===== src/rtl/nn_unpooling_pkg.sv =====
// Shared helpers for the stream stages: ceiling log2 for port/address widths and the grid step of a level.
package nn_unpooling_pkg;

    function automatic int clog2_f(input int value);
        int result;
        result = 0;
        while ((1 << result) < value) begin
            result = result + 1;
        end
        return result;
    endfunction

    function automatic int grid_step(input int level);
        return 1 << level;
    endfunction

endpackage


===== src/rtl/nn_unpooling_linebuf_ram.sv =====
// Simple dual-port line buffer: one write port, one registered read port, no reset on contents.
// Read data appears one cycle after the address; no backpressure.
module linebuf_ram
    import nn_unpooling_pkg::*;
#(
    parameter int  DEPTH     = 8,
    parameter int  BIT_WIDTH = 8,
    localparam int AW        = (clog2_f(DEPTH) > 0) ? clog2_f(DEPTH) : 1
) (
    input  logic                 clock,
    input  logic                 i_wr_en,
    input  logic [AW-1:0]        i_wr_addr,
    input  logic [BIT_WIDTH-1:0] i_wr_dat,
    input  logic [AW-1:0]        i_rd_addr,
    output logic [BIT_WIDTH-1:0] o_rd_dat
);

    logic [BIT_WIDTH-1:0] r_mem [DEPTH];
    logic [BIT_WIDTH-1:0] r_rd_dat;

    always_ff @(posedge clock) begin
        if (i_wr_en) begin
            r_mem[i_wr_addr] <= i_wr_dat;
        end
        r_rd_dat <= r_mem[i_rd_addr];
    end

    assign o_rd_dat = r_rd_dat;

endmodule


===== src/rtl/nn_unpooling.sv =====
// Nearest-neighbour 2x upsampler: replicates each pooled sample over its 2x2 block one grid level down.
// Latency 1 cycle (output coordinates trail input by S lines); no backpressure, full stream rate.
module nn_unpooling
    import nn_unpooling_pkg::*;
#(
    parameter int  WIDTH      = 8,
    parameter int  HEIGHT     = 8,
    parameter int  W_WIDTH    = 10,
    parameter int  W_HEIGHT   = 10,
    parameter int  FIXED_BITW = 8,
    parameter int  UNITS      = 1,
    parameter int  LEVEL      = 0,
    localparam int VW         = clog2_f(W_HEIGHT),
    localparam int HW         = clog2_f(W_WIDTH),
    localparam int PW         = FIXED_BITW * UNITS
) (
    input  logic          clock,
    input  logic          rst,
    input  logic          in_enable,
    input  logic [PW-1:0] in_pixels,
    input  logic [VW-1:0] in_vcnt,
    input  logic [HW-1:0] in_hcnt,
    output logic          out_enable,
    output logic [PW-1:0] out_pixels,
    output logic [VW-1:0] out_vcnt,
    output logic [HW-1:0] out_hcnt
);

    localparam int SHIFT = LEVEL + 1;
    localparam int S     = grid_step(SHIFT);
    localparam int DEPTH = WIDTH / S;
    localparam int AW    = (clog2_f(DEPTH) > 0) ? clog2_f(DEPTH) : 1;

    localparam logic [VW:0]   HEIGHT_X = (VW+1)'(HEIGHT);
    localparam logic [HW:0]   WIDTH_X  = (HW+1)'(WIDTH);
    localparam logic [VW-1:0] S_V      = VW'(S);
    localparam logic [VW-1:0] WRAP_V   = VW'(W_HEIGHT - S);
    localparam logic [VW-1:0] VMASK    = VW'((1 << LEVEL) - 1);
    localparam logic [HW-1:0] HMASK    = HW'((1 << LEVEL) - 1);

    logic          w_wr_en;
    logic          w_wr_bank;
    logic          w_rd_bank;
    logic [AW-1:0] w_addr;
    logic [VW-1:0] w_out_vcnt;
    logic          w_grid_ok;
    logic          w_out_range;
    logic          w_en_next;
    logic [PW-1:0] w_rd_dat;

    logic [1:0]    r_valid;
    logic          r_en;
    logic [VW-1:0] r_out_vcnt;
    logic [HW-1:0] r_out_hcnt;

    assign w_wr_en   = in_enable && !rst
                     && ({1'b0, in_vcnt} < HEIGHT_X)
                     && ({1'b0, in_hcnt} < WIDTH_X);
    assign w_wr_bank = in_vcnt[SHIFT];
    assign w_addr    = AW'(in_hcnt >> SHIFT);

    // Output lags by S lines; lines above S wrap into the bottom of the previous frame.
    assign w_out_vcnt = (in_vcnt >= S_V) ? (in_vcnt - S_V) : (in_vcnt + WRAP_V);

    // The block row being emitted was written one block row earlier, so its bank is never the write bank.
    assign w_rd_bank = w_out_vcnt[SHIFT];

    assign w_grid_ok   = ((w_out_vcnt & VMASK) == VMASK) && ((in_hcnt & HMASK) == HMASK);
    assign w_out_range = ({1'b0, w_out_vcnt} < HEIGHT_X) && ({1'b0, in_hcnt} < WIDTH_X);
    assign w_en_next   = w_grid_ok && w_out_range && r_valid[w_rd_bank];

    linebuf_ram #(
        .DEPTH     (2 << AW),
        .BIT_WIDTH (PW)
    ) u_linebuf (
        .clock     (clock),
        .i_wr_en   (w_wr_en),
        .i_wr_addr ({w_wr_bank, w_addr}),
        .i_wr_dat  (in_pixels),
        .i_rd_addr ({w_rd_bank, w_addr}),
        .o_rd_dat  (w_rd_dat)
    );

    always_ff @(posedge clock) begin
        if (rst) begin
            r_valid    <= '0;
            r_en       <= 1'b0;
            r_out_vcnt <= '0;
            r_out_hcnt <= '0;
        end else begin
            if (w_wr_en) begin
                r_valid[w_wr_bank] <= 1'b1;
            end
            r_en       <= w_en_next;
            r_out_vcnt <= w_out_vcnt;
            r_out_hcnt <= in_hcnt;
        end
    end

    // Buffer contents survive reset, so the read word is masked rather than trusted.
    assign out_enable = r_en;
    assign out_pixels = r_en ? w_rd_dat : '0;
    assign out_vcnt   = r_out_vcnt;
    assign out_hcnt   = r_out_hcnt;

endmodule


===== config.mk =====
export PLATFORM = sky130hd
export DESIGN_NAME = nn_unpooling
export DESIGN_NICKNAME = d
export VERILOG_FILES = /design/src/rtl/nn_unpooling_pkg.sv /design/src/rtl/nn_unpooling_linebuf_ram.sv /design/src/rtl/nn_unpooling.sv
export SDC_FILE = /design/constraint.sdc
export NUM_CORES = 1
export LEC_CHECK = 0
export BUFFER_PORTS_ARGS = -buffer_cell sky130_fd_sc_hd__buf_2
export CAP_MARGIN = 5
export CORE_ASPECT_RATIO = 0.8
export CORE_MARGIN = 1
export CORE_UTILIZATION = 28
export CTS_CLUSTER_DIAMETER = 50
export DETAILED_ROUTE_END_ITERATION = 12
export SYNTH_ARGS = -nofsm -noshare
export SYNTH_HDL_FRONTEND = slang
export SYNTH_SLANG_ARGS = --single-unit
export TNS_END_PERCENT = 100

===== constraint.sdc =====
create_clock -name clock -period 3 [get_ports clock]
set_input_delay 0.6 -clock clock [delete_from_list [all_inputs] [get_ports clock]]
set_output_delay 0.6 -clock clock [all_outputs]
set_load 0.02 [all_outputs]

Yosys cells after proc, flatten, opt, wreduce, memory -nomap -nowiden
Memory sizes are Yosys's and may differ from the RTL's. A register that Yosys moved wholly into a read port is not among the register bits.
Index checks and enable logic that the tools add are counted.
- bits in registers: 11
- RAM bits: 64
- input bits: 19
- word-level logic and storage cells: 30
- memories kept: 1
- memories (name ; depth ; bits a word ; rd ports ; clocked after Yosys merged registers in ; write ports ; line ; text):
    u_linebuf.r_mem ; 8 ; 8 ; 1 ; 1 ; 1 ; nn_unpooling_linebuf_ram.sv:18 ; logic [BIT_WIDTH-1:0] r_mem [DEPTH];
- $add $sub $neg: 2
- magnitude comparators: 7
- multiplexer cells: 8
- bitwise gates (word level): 1
- reduce and logical (&&, ||, !) cells: 7
- operators by type and width (operator ; count):
    less-than comparator 4 bit, second input constant ; 3
    2-to-1 mux 8 bit ; 1
    logical AND 1 bit ; 6
    2-to-1 mux 1 bit ; 5
    adder 4 bit, second input constant ; 1
    greater-or-equal comparator 4 x 2 -> 1 bit, second input constant ; 1
    less-than comparator 1 x 2 -> 1 bit, second input constant ; 2
    2-to-1 mux 4 bit ; 1
    subtractor 4 x 2 -> 4 bit, second input constant ; 1
    OR 2 bit ; 1
    demux 1 bit (select 1 bit) ; 1
    greater-or-equal comparator 1 bit, second input constant ; 1
    zero test 1 bit ; 1

Depth between registers and ports, before layout
Gate-level depths: netlist of run 1.
- word-level depth: 6
- gate-level depth with buffers: 6
- gate-level depth less buffers: 6

Cells and area by module
Synthesis of run 1 repeated with hierarchy kept, for this count alone.
- cell total of the unflattened synthesis: 158
- area, all modules: 3156.8 µm²
- by module, submodules not included (module ; instances ; cells each ; area each (µm²) ; seq. area each (µm²)):
    linebuf_ram ; 1 ; 114 ; 2691.3 ; 2082.0
    nn_unpooling ; 1 ; 44 ; 465.4 ; 220.2

Worst setup path after synthesis of run 1
No wires, ideal clock.
- path kind: input to register
- start point: input port in_vcnt[3]
- end point: memory u_linebuf.r_mem[1][0], enable pin
- data arrival time: 1.714 ns
- required time: 2.617 ns
- path slack: 0.902 ns
- stages on the path: 3
- cells stage by stage: nor4b_1 nand2_1 nor3_1
- cells in the longest elaborated chain, start to end: 5
- RTL lines (what ; line ; text):
    from (decl) ; nn_unpooling.sv:21 ; input logic [VW-1:0] in_vcnt,
    less-than comparator 4 bit ; nn_unpooling.sv:57 ; && ({1'b0, in_vcnt} < HEIGHT_X)
    logical AND 1 bit ; nn_unpooling.sv:57 ;
    logical AND 1 bit ; nn_unpooling.sv:58 ; && ({1'b0, in_hcnt} < WIDTH_X);
    2-to-1 mux 1 bit ; nn_unpooling_linebuf_ram.sv:22 ; if (i_wr_en) begin
    2-to-1 mux 1 bit (implied by the code) ; nn_unpooling_linebuf_ram.sv:23 ; r_mem[i_wr_addr] <= i_wr_dat;
    to (decl) ; nn_unpooling_linebuf_ram.sv:18 ;
No other way between the ends.

Worst setup path after layout of run 1
- start point: input port rst
- end point: memory u_linebuf.r_mem[5][2], enable pin
- cells in the longest elaborated chain, start to end: 6
- RTL lines (what ; line ; text):
    from (decl) ; nn_unpooling.sv:18 ; input logic rst,
    zero test 1 bit ; nn_unpooling.sv:56 ; assign w_wr_en = in_enable && !rst
    logical AND 1 bit ; nn_unpooling.sv:56 ;
    logical AND 1 bit ; nn_unpooling.sv:57 ;
    logical AND 1 bit ; nn_unpooling.sv:58 ;
    2-to-1 mux 1 bit ; nn_unpooling_linebuf_ram.sv:22 ;
    2-to-1 mux 1 bit (implied by the code) ; nn_unpooling_linebuf_ram.sv:23 ;
No other way between the ends.

==> flow_metrics.env, run 1 <==
export IMPL_drt_initial_drc_count=111
export IMPL_cts_buffers_inserted=9
export IMPL_dp_hpwl_um=3730
export IMPL_power_frac_seq=0.505
export IMPL_grt_max_degree=23
export IMPL_cts_setup_buffers=0
export IMPL_synth_compound_area_frac=0.00833
export IMPL_diodes=0
export IMPL_worstMarginPinSlew_ns=0.702
export IMPL_p_per_area_mw_per_mm2=654
export IMPL_cts_root_buf="clkbuf_16"
export IMPL_grtUsageTotal=0.105
export IMPL_r2r_end="u_linebuf.o_rd_dat[4]"
export IMPL_maxCapViolations=0
export IMPL_setup_tns_ns=0
export IMPL_start_util=0.289
export IMPL_clkSinkCount=83
export IMPL_die_area_mm2=0.0117
export IMPL_setup_viol=0
export IMPL_slew_headroom=0.530
export IMPL_cp_start_kind="input pin"
export IMPL_drive_gt1_frac=0.355
export IMPL_cts_hold_buf=0
export IMPL_p_clk_frac=0.445
export IMPL_synth_cells=160
export IMPL_reg2regPathDepth=2
export IMPL_antenna_found_initial=0
export IMPL_clk_pin_slew_ns=0.06
export IMPL_hold_violations=0
export IMPL_power_ir_vdd_worst_mv=0.341
export IMPL_hold_path_end="r_valid[1]"
export IMPL_drt_pre_antenna_iters=4
export IMPL_power_share_combinational=0.050
export IMPL_synth_area_mm2=0.00316
export IMPL_cts_resized=0
export IMPL_synth_top_family_by_area="multiplexers"
export IMPL_hold_depth=2
export IMPL_postLayoutCoreUtil=0.350
export IMPL_ioPinCount=36
export IMPL_critPathMaxStageDelay_ns=0.60
export IMPL_numPortBuffers=35
export IMPL_path_cells="buf_2 > nor4b_1 > nand2_1 > nor2_1"
export IMPL_synth_area_leaders="edfxtp_1 (61%), dfxtp_1 (12%), mux4_1 (7.5%), mux4_2 (5.0%), mux2_4 (3.3%)"
export IMPL_period_needed_ns=2.06
export IMPL_switchingPower_w=0.000518
export IMPL_post_route_period_util=0.687
export IMPL_muxShareOfSynthArea=0.165
export IMPL_synthSimpleGateAreaFrac=0.0694
export IMPL_wl_um=5680
export IMPL_cts_buffer_depth=2
export IMPL_syn_num_nets=181
export IMPL_num_vias=1541
export IMPL_overflow=0
export IMPL_crit_path_end_kind="flop"
export IMPL_ys_ff_latch=83
export IMPL_place_congestion=0.745
export IMPL_p_int_w=0.00199
export IMPL_avgSynthCellArea_um2=19.7
export IMPL_worstSetupPathType="input pin to flop"
export IMPL_netlist_area_leader_share=0.609
export IMPL_switching_share=0.207
export IMPL_ff2ff_setup_slack_ns=1.70
export IMPL_layout_cells_non_filler=355
export IMPL_rsz0062_at_grt="false"
export IMPL_core_area_mm2=0.0109
export IMPL_drcViolationCount=0
export IMPL_status="finished clean"
export IMPL_arrival_ns=2.03
export IMPL_cts_tree="done"
export IMPL_synth_yosys_seq_area_share=0.730
export IMPL_cp_data_required_time_ns=2.96
export IMPL_timing_rr_start="u_linebuf.r_mem[0][4]"
export IMPL_grt_pass1_vias=1520
export IMPL_postRouteAntennaNets=0
export IMPL_syn2layout_area_growth_pct=21.2
export IMPL_dp_cells=339
export IMPL_synth_xor_area_frac=0.00278
export IMPL_vias_per_cell=4.34
export IMPL_hp_class="flop to flop"
export IMPL_yosysTopAreaCell="edfxtp_1"
export IMPL_holdCritStartpoint="r_valid[1]"
export IMPL_synth_adder_area_share=0.00793
export IMPL_p_leak_nw=1.39
export IMPL_critical_path_startpoint="rst"
export IMPL_slew_violations=0
export IMPL_final_net_count=227
export IMPL_cp_slowest_cell="nor2_1"
export IMPL_cp_max_fo=12
export IMPL_cts_max_level=3
export IMPL_finClkSkew_ns=0.00372
export IMPL_ys_types=26
export IMPL_avgRoutedWirePerCell_um=16.0
export IMPL_grt_pass1_wl_um=8580
export IMPL_ys_warn_count=0
export IMPL_fp_row_count=34
export IMPL_crit_buf_inv=1
export IMPL_fp_dieH_um=97.0
export IMPL_dieWidth_um=121
export IMPL_fmax_ghz=0.485
export IMPL_crit_family="simple AND/OR/NAND/NOR gates"
export IMPL_clock_latency_ns=0.33
==> stage by stage <==
step           setup WS [ns]  power (W)  instance area, um2  hold WS, ns
2_1_floorplan          0.902    0.00137                3160        0.436
3_3_place_gp           0.654    0.00141                3510        0.454
3_5_place_dp           0.588    0.00142                3510        0.460
4_1_cts                0.923    0.00253                3820        0.467
5_1_grt                0.826    0.00258                3820        0.472
6_report               0.938    0.00250                3820        0.469
==> synth_stat cells <==
master    instances
edfxtp_1         64
dfxtp_1          19
mux4_1            9
and2_1            8
nor2_1            8
mux2_4            7
mux4_2            7
nor2b_1           7
nand2b_1          4
nand2_1           3
nor3_1            3
a21oi_1           2
buf_1             2
clkbuf_1          2
ha_1              2
inv_1             2
nor4b_1           2
a21oi_4           1
buf_12            1
buf_6             1
mux2_2            1
mux2i_1           1
nor2_2            1
nor3b_1           1
nor4_2            1
xnor2_1           1
==> cell type report <==
| class | instances | area, um2 |
|---|---|---|
| Clock buffer | 11 | 275 |
| Fill cell | 1032 | 7110 |
| Inverter | 2 | 7.51 |
| Sequential cell | 83 | 2300 |
| Timing Repair Buffer | 41 | 220 |
| Tap cell | 144 | 180 |
| Clock inverter | 5 | 40.0 |
| Multi-Input combinational cell | 69 | 800 |
==> cell usage in the layout (no fill, tap or decap) <==
master,instances
and2_1,8
ha_1,2
clkinv_4,2
edfxtp_1,64
nor4_2,1
mux2_4,7
mux2i_1,1
clkbuf_16,11
nand2_1,3
nor2_2,1
mux4_2,7
nand2b_1,4
dfxtp_1,19
buf_4,6
clkinv_2,1
mux4_1,9
nor2b_1,7
a21oi_1,2
xnor2_1,1
inv_1,2
nor3b_1,1
mux2_2,1
nor4b_1,2
nor2_1,8
nor3_1,3
a21oi_4,1
inv_6,2
buf_2,35
==> sequential cells by signal, indices dropped and copies added, names as in the netlist <==
register	cells
out_enable	1
out_hcnt	4
u_linebuf.r_mem	64
u_linebuf.o_rd_dat	8
out_vcnt	4
r_valid	2
==> cell families (layout without fill, tap and decap cells) <==
family	after synthesis	count (layout)
buffers and inverters	8	59
muxes	25	25
adders and majority gates	2	2
xor gates and xnor gates	1	1
DFF	83	83
and+or+nand+nor	38	38
AOI/OAI and AO/OA	3	3
==> per-layer routing <==
metal  vias to the layer above  wire, um  GRT usage
met5                         -         0          0
met4                         0       112     0.0570
met3                        10       233     0.0277
met2                        38      2640      0.158
met1                       776      2690      0.137
li1                        717         -          -
==> power by group through the flow <==
stage	registers (W)	logic [W]	clock network [W]
final	0.00126	0.000124	0.00111
after floorplan	0.00130	0.0000746	0
after CTS	0.00126	0.000127	0.00114
after global placement	0.00129	0.000126	0
after global routing	0.00127	0.000136	0.00118
after detailed placement	0.00129	0.000128	0
==> how the worst max path moves through the flow <==
stage | endpoint | depth (start not counted)
2_1_floorplan | u_linebuf.r_mem[1][0] | 3
3_3_place_gp | u_linebuf.r_mem[5][3] | 4
3_5_place_dp | u_linebuf.r_mem[3][2] | 4
4_1_cts | u_linebuf.r_mem[3][7] | 4
5_1_grt | u_linebuf.r_mem[3][7] | 4
6_report | u_linebuf.r_mem[5][2] | 4
==> worst min-delay path, stage by stage, from the launching register on <==
cell     delay (ns)
dfxtp_1        0.33
a21oi_1        0.04
nor2_1         0.07
Note: power is estimated with default switching activity, not from simulation.
==> run 2, diff against run 1 <==
==> constraint.sdc (replaced) <==
create_clock -name clock -period 1.98 [get_ports clock]
set_input_delay 0.396 -clock clock [delete_from_list [all_inputs] [get_ports clock]]
set_output_delay 0.396 -clock clock [all_outputs]
set_load 0.02 [all_outputs]
==> run 2 against run 1 <==
Count of clock-buffer cells in the layout grew 3. Total power grew 49%. Register-to-register slack lost 0.98 ns. First-iteration DRC count shrank 63%. Final cell count grew 1.1%. Utilization grew 0.24 points.
==> flow_metrics.env, run 2 (same netlist as run 1, synthesis figures left out) <==
export IMPL_status="finished clean"
export IMPL_slew_violations=0
export IMPL_dp_slack_ns=0.0694
export IMPL_cts_resized=0
export IMPL_ff2ff_setup_slack_ns=0.72
export IMPL_fp_dieH_um=97.0
export IMPL_top_register="u_linebuf.r_mem"
export IMPL_holdCritStartpoint="in_hcnt[0]"
export IMPL_vias_per_cell=4.28
export IMPL_largest_register_ffs=64
export IMPL_crit_path_end_kind="primary output"
export IMPL_r2r_end="u_linebuf.o_rd_dat[1]"
export IMPL_p_per_area_mw_per_mm2=972
export IMPL_avgRoutedWirePerCell_um=15.2
export IMPL_core_area_mm2=0.0109
export IMPL_place_congestion=0.702
export IMPL_layout_commonest_cell="edfxtp_1"
export IMPL_fp_row_count=34
export IMPL_grt_pass1_vias=1546
export IMPL_final_net_count=231
export IMPL_antenna_found_initial=0
export IMPL_cts_setup_buffers=0
export IMPL_dieWidth_um=121
export IMPL_clk_pin_slew_ns=0.05
export IMPL_fmax_ghz=0.621
export IMPL_grt_pass1_wl_um=8420
export IMPL_start_util=0.289
export IMPL_fill_cells=1019
export IMPL_diodes=0
export IMPL_reg2regPathDepth=2
export IMPL_cts_tree="done"
export IMPL_worstMarginPinSlew_ns=0.545
export IMPL_grt_max_degree=23
export IMPL_critPathMaxStageDelay_ns=0.52
export IMPL_cts_buffer_depth=2
export IMPL_clkSinkCount=83
export IMPL_power_ir_vdd_worst_mv=0.451
export IMPL_drcViolationCount=0
export IMPL_cts_buffers_inserted=9
export IMPL_slew_headroom=0.637
export IMPL_arrival_ns=1.21
export IMPL_overflow=0
export IMPL_cts_hold_buf=0
export IMPL_wl_met3_um=198
export IMPL_cts_root_buf="clkbuf_16"
export IMPL_timing_rr_start="u_linebuf.r_mem[3][1]"
export IMPL_syn2layout_area_growth_pct=22.0
export IMPL_p_leak_nw=1.40
export IMPL_path_cells="and2_1 > buf_2"
export IMPL_setup_tns_ns=0
export IMPL_fin_area_mm2=0.00385
export IMPL_die_area_mm2=0.0117
export IMPL_grtUsageTotal=0.101
export IMPL_finClkSkew_ns=0.00421
export IMPL_critical_path_startpoint="out_enable"
export IMPL_drt_initial_drc_count=41
export IMPL_layout_cells_most_common_list="edfxtp_1 (64), buf_2 (35), dfxtp_1 (19)"
export IMPL_dpl_cell_area_mm2=0.00355
export IMPL_wl_met1_um=2570
export IMPL_cp_slowest_cell="dfxtp_1"
export IMPL_hold_path_end="out_hcnt[0]"
export IMPL_period_needed_ns=1.61
export IMPL_setup_viol=0
export IMPL_hold_violations=0
export IMPL_worstSetupPathType="flop to primary output"
export IMPL_whs_ns=0.285
export IMPL_hold_depth=2
export IMPL_cp_data_required_time_ns=1.58
export IMPL_dp_hpwl_um=3480
export IMPL_cts_max_level=3
export IMPL_drt_pre_antenna_iters=4
export IMPL_postRouteAntennaNets=0
export IMPL_hp_class="input pin to flop"
export IMPL_met2_length_um=2620
export IMPL_ioPinCount=36
export IMPL_num_vias=1538
export IMPL_wl_um=5460
export IMPL_dp_cells=343
export IMPL_layout_cells_non_filler=359
export IMPL_fin_ws_ns=0.369
export IMPL_maxCapViolations=0
export IMPL_clock_latency_ns=0.33
export IMPL_cp_max_fo=9
export IMPL_numPortBuffers=35
export IMPL_rsz0062_at_grt="false"
export IMPL_post_route_period_util=0.814
export IMPL_cp_start_kind="flop"
export IMPL_drive_gt1_frac=0.353
export IMPL_top_layer="met4"
run 2: cell types whose count changed in the layout (fill, tap and decap cells not counted):
cell	change
bufinv_16	+1
buf_12	+1
clkinv_4	-2
clkbuf_1	+3
buf_4	+3
inv_6	-2
clkbuf_16	-2
clkbuf_8	+2
run 2: through the flow:
stage / total power (W) / util
after floorplan: 0.00208 / -
after global placement: 0.00214 / 0.325
after detailed placement: 0.00215 / 0.325
after CTS: 0.00379 / 0.352
after global routing: 0.00387 / 0.352
final: 0.00374 / 0.352
run 2: layer usage:
layer  up-vias  global-route usage
met4         0              0.0427
met5         -                   0
li1        723                   -
met3         7              0.0330
met1       779               0.125
met2        29               0.161
run 2: final cells by class:
class,instances,area (um2),area share
clock buffers,14,264,0.0686
clock inverters,2,35.0,0.00910
inverters,2,7.51,0.00195
multi-input cells,69,800,0.208
flip-flops and latches,83,2300,0.598
well taps,144,180,0.0468
repair buffers,45,263,0.0682
run 2: critical path: cells and delay by family, from the launching register on:
family | cells | cell delay [ns]
DFF | 1 | 0.52
and+or+nand+nor | 1 | 0.20
buffers and inverters | 1 | 0.16
run 2: worst max-delay path by stage:
| stage | slack (ns) | endpoint |
|---|---|---|
| after floorplan | 0.09 | u_linebuf.r_mem[1][0] |
| after global placement | 0.09 | u_linebuf.o_rd_dat[3] |
| after detailed placement | 0.07 | u_linebuf.o_rd_dat[1] |
| after CTS | 0.30 | out_pixels[0] |
| after global routing | 0.28 | out_pixels[0] |
| final | 0.37 | out_pixels[1] |
run 2: power by group:
part	total (W)	internal [W]	switching, W
logic	0.000192	0.0000931	0.0000989
registers	0.00192	0.00191	0.00000796
clock network	0.00163	0.00104	0.000589
total	0.00374	0.00305	0.000696
